**src/rtl/dpu_result_collector_pkg.sv**
```systemverilog
// Shared types and constants for the DPU result collector: instruction
// field layout, buffer geometry and the capture controller state encoding.
package dpu_result_collector_pkg;

  localparam int BITWIDTH                  = 16;
  localparam int DEPTH                     = 16;
  localparam int ADDR_WIDTH                = $clog2(DEPTH);
  localparam int ITER_WIDTH                = 6;
  localparam int DELAY_WIDTH               = 3;
  localparam int INSTRUCTION_PAYLOAD_WIDTH = 27;
  localparam int OPCODE_H                  = 26;
  localparam int OPCODE_L                  = 24;
  localparam int COL_WIDTH                 = 24;
  localparam logic [2:0] OPCODE_COL        = 3'd5;

  // Collector configuration word, MSB-first below the opcode.
  typedef struct packed {
    logic [3:0]             _start;
    logic [3:0]             _step;
    logic [ITER_WIDTH-1:0]  _iter;
    logic [DELAY_WIDTH-1:0] _delay;
    logic [6:0]             _reserved;
  } col_t;

  typedef enum logic [1:0] {
    ST_IDLE    = 2'd0,
    ST_CAPTURE = 2'd1,
    ST_GAP     = 2'd2,
    ST_FINISH  = 2'd3
  } state_t;

  function automatic col_t unpack_col(input logic [COL_WIDTH-1:0] payload);
    col_t c;
    c._start    = payload[23:20];
    c._step     = payload[19:16];
    c._iter     = payload[15:10];
    c._delay    = payload[9:7];
    c._reserved = payload[6:0];
    return c;
  endfunction

  function automatic logic [COL_WIDTH-1:0] pack_col(input col_t c);
    return {c._start, c._step, c._iter, c._delay, c._reserved};
  endfunction

endpackage

```
**src/rtl/dpu_result_collector_if.sv**
```systemverilog
// Bundle of the collector's instruction, capture, read and status signals.
// The master side is the instruction source / consumer; the slave side is
// the collector itself.
interface dpu_result_collector_if
  import dpu_result_collector_pkg::*;
();

  logic                                 instruction_valid;
  logic [INSTRUCTION_PAYLOAD_WIDTH-1:0] instruction;
  logic                                 activate;
  logic [BITWIDTH-1:0]                  data_in;
  logic                                 rd_en;
  logic [ADDR_WIDTH-1:0]                rd_addr;
  logic [BITWIDTH-1:0]                  rd_data;
  logic                                 rd_valid;
  logic                                 busy;
  logic                                 done;

  modport master (
    output instruction_valid, instruction, activate, data_in, rd_en, rd_addr,
    input  rd_data, rd_valid, busy, done
  );

  modport slave (
    input  instruction_valid, instruction, activate, data_in, rd_en, rd_addr,
    output rd_data, rd_valid, busy, done
  );

endinterface

```
**src/rtl/dpu_result_collector_buffer.sv**
```systemverilog
// Scratch buffer for captured DPU results: one write port, one synchronous
// read port, read-first on a same-address collision. Kept as its own module
// so it can later be replaced by an SRAM macro.
module dpu_result_buffer #(
  parameter int DATA_W    = 16,
  parameter int N_ENTRIES = 16,
  parameter int AW        = $clog2(N_ENTRIES)
) (
  input  logic              clk,
  input  logic              rst_n,
  input  logic              wr_en_i,
  input  logic [AW-1:0]     wr_addr_i,
  input  logic [DATA_W-1:0] wr_data_i,
  input  logic              rd_en_i,
  input  logic [AW-1:0]     rd_addr_i,
  output logic [DATA_W-1:0] rd_data_o,
  output logic              rd_valid_o
);

  logic [DATA_W-1:0] mem_q [N_ENTRIES];
  logic [DATA_W-1:0] rd_data_q;
  logic              rd_valid_q;

  // Storage array: cleared on reset, written one entry per cycle.
  always_ff @(posedge clk or negedge rst_n) begin
    if (!rst_n) begin
      for (int i = 0; i < N_ENTRIES; i++) begin
        mem_q[i] <= '0;
      end
    end else if (wr_en_i) begin
      mem_q[wr_addr_i] <= wr_data_i;
    end
  end

  // Registered read port: samples the pre-write contents, holds data when idle.
  always_ff @(posedge clk or negedge rst_n) begin
    if (!rst_n) begin
      rd_data_q  <= '0;
      rd_valid_q <= 1'b0;
    end else if (rd_en_i) begin
      rd_data_q  <= mem_q[rd_addr_i];
      rd_valid_q <= 1'b1;
    end else begin
      rd_valid_q <= 1'b0;
    end
  end

  assign rd_data_o  = rd_data_q;
  assign rd_valid_o = rd_valid_q;

endmodule

```
**src/rtl/dpu_result_collector.sv**
```systemverilog
// DPU result collector: decodes its configuration from the shared resource
// instruction stream and, on activate, samples the DPU result word into a
// local buffer following a start/step/count/delay pattern.
module dpu_result_collector
  import dpu_result_collector_pkg::*;
(
  input  logic                   clk,
  input  logic                   rst_n,
  dpu_result_collector_if.slave  bus
);

  col_t                   cfg_q;
  col_t                   cfg_d;
  logic [3:0]             work_step_q;
  logic [DELAY_WIDTH-1:0] work_delay_q;
  state_t                 state_q;
  logic [ADDR_WIDTH-1:0]  addr_q;
  logic [ITER_WIDTH-1:0]  cnt_q;
  logic [DELAY_WIDTH-1:0] dly_q;
  logic                   busy_q;
  logic                   done_q;
  logic                   wr_en_s;
  logic                   cfg_unused_s;

  // Next configuration: replaced only by an instruction addressed to this block.
  always_comb begin
    cfg_d = cfg_q;
    if (bus.instruction_valid && (bus.instruction[OPCODE_H:OPCODE_L] == OPCODE_COL)) begin
      cfg_d = unpack_col(bus.instruction[COL_WIDTH-1:0]);
    end else begin
      cfg_d = cfg_q;
    end
  end

  // Configuration register, writable in any controller state.
  always_ff @(posedge clk or negedge rst_n) begin
    if (!rst_n) begin
      cfg_q <= unpack_col({COL_WIDTH{1'b0}});
    end else begin
      cfg_q <= cfg_d;
    end
  end

  // Reserved bits are stored with the word but carry no meaning here.
  assign cfg_unused_s = ^cfg_q._reserved;

  // Capture controller with registered busy/done; works from a copy of the
  // configuration latched at activation so mid-run writes only affect the next run.
  always_ff @(posedge clk or negedge rst_n) begin
    if (!rst_n) begin
      state_q      <= ST_IDLE;
      work_step_q  <= 4'd0;
      work_delay_q <= '0;
      addr_q       <= '0;
      cnt_q        <= '0;
      dly_q        <= '0;
      busy_q       <= 1'b0;
      done_q       <= 1'b0;
    end else begin
      done_q <= 1'b0;
      case (state_q)
        ST_IDLE: begin
          if (bus.activate) begin
            work_step_q  <= cfg_q._step;
            work_delay_q <= cfg_q._delay;
            addr_q       <= cfg_q._start;
            cnt_q        <= cfg_q._iter;
            dly_q        <= cfg_q._delay;
            busy_q       <= 1'b1;
            state_q      <= ST_CAPTURE;
          end
        end
        ST_CAPTURE: begin
          if (cnt_q == '0) begin
            state_q <= ST_FINISH;
          end else begin
            addr_q <= addr_q + work_step_q;
            cnt_q  <= cnt_q - 1'b1;
            if (work_delay_q != '0) begin
              state_q <= ST_GAP;
            end
          end
        end
        ST_GAP: begin
          if (dly_q == DELAY_WIDTH'(1)) begin
            dly_q   <= work_delay_q;
            state_q <= ST_CAPTURE;
          end else begin
            dly_q <= dly_q - 1'b1;
          end
        end
        ST_FINISH: begin
          busy_q  <= 1'b0;
          done_q  <= 1'b1;
          state_q <= ST_IDLE;
        end
        default: begin
          busy_q  <= 1'b0;
          state_q <= ST_IDLE;
        end
      endcase
    end
  end

  assign wr_en_s  = (state_q == ST_CAPTURE);
  assign bus.busy = busy_q;
  assign bus.done = done_q;

  dpu_result_buffer #(
    .DATA_W    (BITWIDTH),
    .N_ENTRIES (DEPTH),
    .AW        (ADDR_WIDTH)
  ) u_buffer (
    .clk        (clk),
    .rst_n      (rst_n),
    .wr_en_i    (wr_en_s),
    .wr_addr_i  (addr_q),
    .wr_data_i  (bus.data_in),
    .rd_en_i    (bus.rd_en),
    .rd_addr_i  (bus.rd_addr),
    .rd_data_o  (bus.rd_data),
    .rd_valid_o (bus.rd_valid)
  );

endmodule

```
**src/flat_wrapper.sv**
```systemverilog
// flat-port wrapper written by rule: the top's interface ports become plain ports
module dpu_result_collector_flat import dpu_result_collector_pkg::*;
  (clk, rst_n, bus_instruction_valid, bus_instruction, bus_activate, bus_data_in, bus_rd_en, bus_rd_addr, bus_rd_data, bus_rd_valid, bus_busy, bus_done);
  dpu_result_collector_if bus_i ();
  input  logic clk;
  input  logic rst_n;
  input wire logic [$bits(bus_i.instruction_valid)-1:0] bus_instruction_valid;
  input wire logic [$bits(bus_i.instruction)-1:0] bus_instruction;
  input wire logic [$bits(bus_i.activate)-1:0] bus_activate;
  input wire logic [$bits(bus_i.data_in)-1:0] bus_data_in;
  input wire logic [$bits(bus_i.rd_en)-1:0] bus_rd_en;
  input wire logic [$bits(bus_i.rd_addr)-1:0] bus_rd_addr;
  output wire logic [$bits(bus_i.rd_data)-1:0] bus_rd_data;
  output wire logic [$bits(bus_i.rd_valid)-1:0] bus_rd_valid;
  output wire logic [$bits(bus_i.busy)-1:0] bus_busy;
  output wire logic [$bits(bus_i.done)-1:0] bus_done;
  assign bus_i.instruction_valid = bus_instruction_valid;
  assign bus_i.instruction = bus_instruction;
  assign bus_i.activate = bus_activate;
  assign bus_i.data_in = bus_data_in;
  assign bus_i.rd_en = bus_rd_en;
  assign bus_i.rd_addr = bus_rd_addr;
  assign bus_rd_data = bus_i.rd_data;
  assign bus_rd_valid = bus_i.rd_valid;
  assign bus_busy = bus_i.busy;
  assign bus_done = bus_i.done;
  dpu_result_collector u_core (.clk(clk), .rst_n(rst_n), .bus(bus_i));
endmodule
```
**config.mk**
```make
export PLATFORM = sky130hd
export DESIGN_NAME = dpu_result_collector_flat
export DESIGN_NICKNAME = d
export VERILOG_FILES = /design/src/rtl/dpu_result_collector_pkg.sv /design/src/rtl/dpu_result_collector_if.sv /design/src/rtl/dpu_result_collector_buffer.sv /design/src/rtl/dpu_result_collector.sv /design/src/flat_wrapper.sv
export SDC_FILE = /design/constraint.sdc
export NUM_CORES = 1
export LEC_CHECK = 0
export BUFFER_PORTS_ARGS = -buffer_cell sky130_fd_sc_hd__buf_4
export CORE_ASPECT_RATIO = 0.75
export CORE_UTILIZATION = 37
export DETAILED_ROUTE_END_ITERATION = 6
export GPL_TIMING_DRIVEN = 0
export PLACE_DENSITY_LB_ADDON = 0.1
export SYNTH_ARGS = -nofsm -noshare
export SYNTH_HDL_FRONTEND = slang
export SYNTH_HIERARCHICAL = 1
export SYNTH_SLANG_ARGS = --single-unit
```
**constraint.sdc**
```tcl
create_clock -name clk -period 1.86 [get_ports clk]
set_input_delay 0.186 -clock clk [delete_from_list [all_inputs] [get_ports clk]]
set_output_delay 0.186 -clock clk [all_outputs]
set_load 0.01 [all_outputs]
```
==> flow_metrics.py <==
metrics = {
    "floorplanning": {
        "rows": 62,
        "die_h_um": 172.4,
        "die_x_um": 229.2,
        "pin_count": 71,
        "floorplan.initialDensity": 0.3744,
        "dieArea_um2": 39500,
        "coreArea_um2": 38240,
    },
    "global_route": {
        "grt_max_degree": 100,
        "grt_usage": 0.2033,
        "antenna_found_initial": 0,
        "grt-ovfl-total": 0,
        "grt_pass1_vias": 9039,
        "grt_pass1_wl_um": 59660,
    },
    "detailed_routing": {
        "wire_per_inst_um": 24.76,
        "drt_first_iter_violations": 615,
        "ant_nets": 0,
        "finalWirelength_um": 40710,
        "firstDrtPassIters": 4,
        "vias": 8808,
        "route.detailed.drc": 0,
        "vias_per_cell": 5.358,
    },
    "synth": {
        "ys_seq_area_frac": 0.5487,
        "synth-edff-count": 0,
        "syn_inst": 926,
        "yosysWarnings": 6,
        "synthAdderAreaFrac": 0.007514,
        "syn-num-nets": 986,
        "synth_common_cells": "dfrtp_1, mux2_2, mux4_2, clkbuf_1",
        "synthTopCellsByArea": "dfrtp_1, mux2_2, mux4_2",
        "syn_area_um2": 14320,
        "synth_top_family_by_area": "multiplexers",
        "synth_xor_xnor_area_share": 0.0006116,
        "postSynthAreaPerCell_um2": 15.46,
        "yosysTopAreaCellShare": 0.5487,
        "yosys.area.top_type": "dfrtp_1",
        "synth_compound_area_frac": 0.03801,
        "synthMuxAreaShare": 0.3348,
        "ys_async_sr_fraction": 1.000,
        "synth.most_common_cell": "dfrtp_1",
        "synth_seq_cells": 314,
        "synth_cell_type_count": 53,
        "synth-simple-area-share": 0.03879,
        "synthFlopType": "dfrtp_1",
    },
    "setup_path": {
        "r2r-start": "u_core/state_q[1]$_DFFE_PN0P_",
        "slowest_stage": "or4_4",
        "crit_chain": "nand2b_4, clkinvlp_4, nand2b_4, or4_4, buf_12, mux2_4",
        "r2r_cells": 6,
        "cp-end-kind": "register",
        "path_class": "register to register",
        "r2r-end": "u_core/u_buffer/mem_q[254]$_DFFE_PN0P_",
        "worstPathRequired_ns": 2.25,
        "critical_path.most_common_cell": "nand2b_4",
        "r2r_slack_ns": -0.15,
        "crit_start": "u_core/state_q[1]$_DFFE_PN0P_",
        "cp.arrival_ns": 2.40,
        "worst-path-max-fanout": 5,
        "startpoint_type": "register",
        "crit_end": "u_core/u_buffer/mem_q[254]$_DFFE_PN0P_",
        "slowest_delay_ns": 0.61,
    },
    "cells_and_area": {
        "fin_nets": 1172,
        "n_antenna_cell": 0,
        "fin_cells": 1644,
        "final_area_um2": 18550,
        "syn_to_final_growth_pct": 29.56,
        "fillCellCount": 3299,
        "layout-drive-gt1-share": 0.5106,
    },
    "cts": {
        "clockBufferDepth": 3,
        "cts_tree": "yes",
        "clkSinkCount": 314,
        "htree_levels": 2,
        "clk_latency_ns": 0.52,
        "clk_pin_slew_ns": 0.06,
        "cts_buffers": 34,
        "cts_root_buf": "clkbuf_16",
    },
    "timing": {
        "fmax_mhz": 496.6,
        "layout_min_cycle_time_ns": 2.014,
        "rsz0062_at_grt": "true",
        "setup_viol": 191,
        "slew_viol_final": 0,
        "slew-limit-headroom": 0.3740,
        "fin_ws_ns": -0.1536,
        "fin_crit_sh": 1.083,
        "worst_pin_slew_ns": 0.9391,
        "hold_viol": 0,
        "finClkSkew_ns": 0.01876,
    },
    "placed_design": {
        "dpl_cell_area_um2": 15640,
        "place_ws_ns": -0.7944,
        "dp_hpwl_um": 24840,
        "place_inst": 1501,
        "place_congestion": 0.7554,
        "io_buffers": 60,
    },
    "power_and_ir_drop": {
        "pwr_density_cell_nw_per_um2": 1501,
        "p_leak_uw": 0.008164,
        "irDropWorstVdd_mv": 0.5830,
    },
    "run_status": {
        "status": "finished with violations",
        "violations": "negative setup slack",
    },
    "run": {
        "cap_viol_max_count": 0,
    },
    "worst_hold_path": {
        "worstHoldPathType": "primary input to register",
    },
}
-- layout make-up --
class	count	area, um^2	area share
flip-flops and latches	314	7860	0.4237
multi-input cells	530	6605	0.3560
repair buffers	153	1755	0.09462
clock buffers	47	960.9	0.05179
well taps	512	640.6	0.03453
plain buffers	67	558.0	0.03008
clock inverters	9	123.9	0.006677
inverters	12	48.80	0.002630
-- how the worst min path moves through the flow --
stage | from | end | slack, ns | cells past startpoint
4_1_cts | bus_instruction[25] | u_core/cfg_q[16]$_DFFE_PN0P_ | 0.12 | 3
3_3_place_gp | bus_rd_en | u_core/u_buffer/rd_valid_o$_DFF_PN0_ | 0.30 | 1
6_report | bus_instruction[25] | u_core/cfg_q[16]$_DFFE_PN0P_ | 0.14 | 3
3_5_place_dp | rst_n | u_core/u_buffer/mem_q[203]$_DFFE_PN0P_ | 0.11 | 1
2_1_floorplan | rst_n | u_core/addr_q[0]$_DFFE_PN0P_ | -0.11 | 0
5_1_grt | bus_instruction[25] | u_core/cfg_q[16]$_DFFE_PN0P_ | 0.15 | 3
-- worst max-delay path, delay by kind of cell, from the launching register on --
kind          cells  cell delay [ns]
simple gates      3             0.86
flops             1             0.41
buf+inv           2             0.34
mux               1             0.28
-- layout by cell type, fill, tap and decap left out, types with 6 or more instances in the layout --
cell type and n:
dfrtp_1 312, mux2_4 142, mux2_2 132, buf_4 76, mux4_2 64, clkbuf_16 43, dlygate4sd3_1 36, clkbuf_1 34
buf_6 28, o22ai_1 25, nor2_1 23, buf_12 21, a221oi_1 19, mux2i_1 17, inv_1 11, a21oi_1 11
nand2_1 10, buf_2 8, buf_16 7, buf_8 7, nor3_1 7, ha_1 7, nor3_4 6, nor2_4 6
-- per-layer routing --
metal / up-vias / global-route usage / routed length [um] / part of all wire
met1: 4761 / 0.3117 / 20700 / 0.51
met2: 152 / 0.3005 / 17640 / 0.43
met5: - / 0 / 0 / 0
li1: 3846 / - / - / -
met4: 0 / 0.04319 / 682 / 0.017
met3: 49 / 0.03298 / 1689 / 0.041
-- report_power, final --
group          internal [uW]  leakage, uW  switching (uW)  total (uW)
Clock                   4020     0.000536            2780        6800
Sequential              9860      0.00392            1740       11600
Combinational           5820      0.00371            3630        9450
Total                  19700      0.00816            8150       27800
-- kinds of logic (layout without fill, tap and decap cells) --
logic type,Yosys count,in the layout
multiplexers,359,359
flip-flops,314,314
AND/OR/NAND/NOR,88,88
buffers and inverters,82,288
AO/OA/AOI/OAI,74,74
adder cells (fa/ha/maj),8,8
XOR/XNOR,1,1
-- flip-flops by register name (all words and copies together), names as in the netlist --
signal,cells
u_core/addr_q,4
u_core/bus.busy,1
u_core/bus.done,1
u_core/cfg_q,17
u_core/cnt_q,6
u_core/dly_q,3
u_core/state_q,2
u_core/u_buffer/mem_q,256
u_core/u_buffer/rd_data_o,16
u_core/u_buffer/rd_valid_o,1
u_core/work_delay_q,3
u_core/work_step_q,4
-- per-stage QoR --
| step | TNS, ns | hold WS, ns | utilization | total power, uW |
|---|---|---|---|---|
| after detailed placement | -107.47 | 0.1137 | 0.4090 | 19530 |
| after global placement | -894.52 | 0.3046 | 0.4066 | 19310 |
| after CTS | -10.28 | 0.1197 | 0.4705 | 27460 |
| after floorplan | -5.927 | -0.1096 | - | 17200 |
| final | -11.18 | 0.1354 | 0.4851 | 27850 |
| after global routing | -23.56 | 0.1466 | 0.4851 | 29450 |
-- repair_timing --
action / in CTS / in global routing
gates cloned: 6 / 8
buffers inserted: 37 / 6
endpoints found under the hold margin: 177 / 0
resized for setup: 127 / 86
hold buffers: 36 / 0
pin swaps: 14 / 7
setup endpoints to repair: 256 / 250
Note: power is estimated with default switching activity, not from simulation.
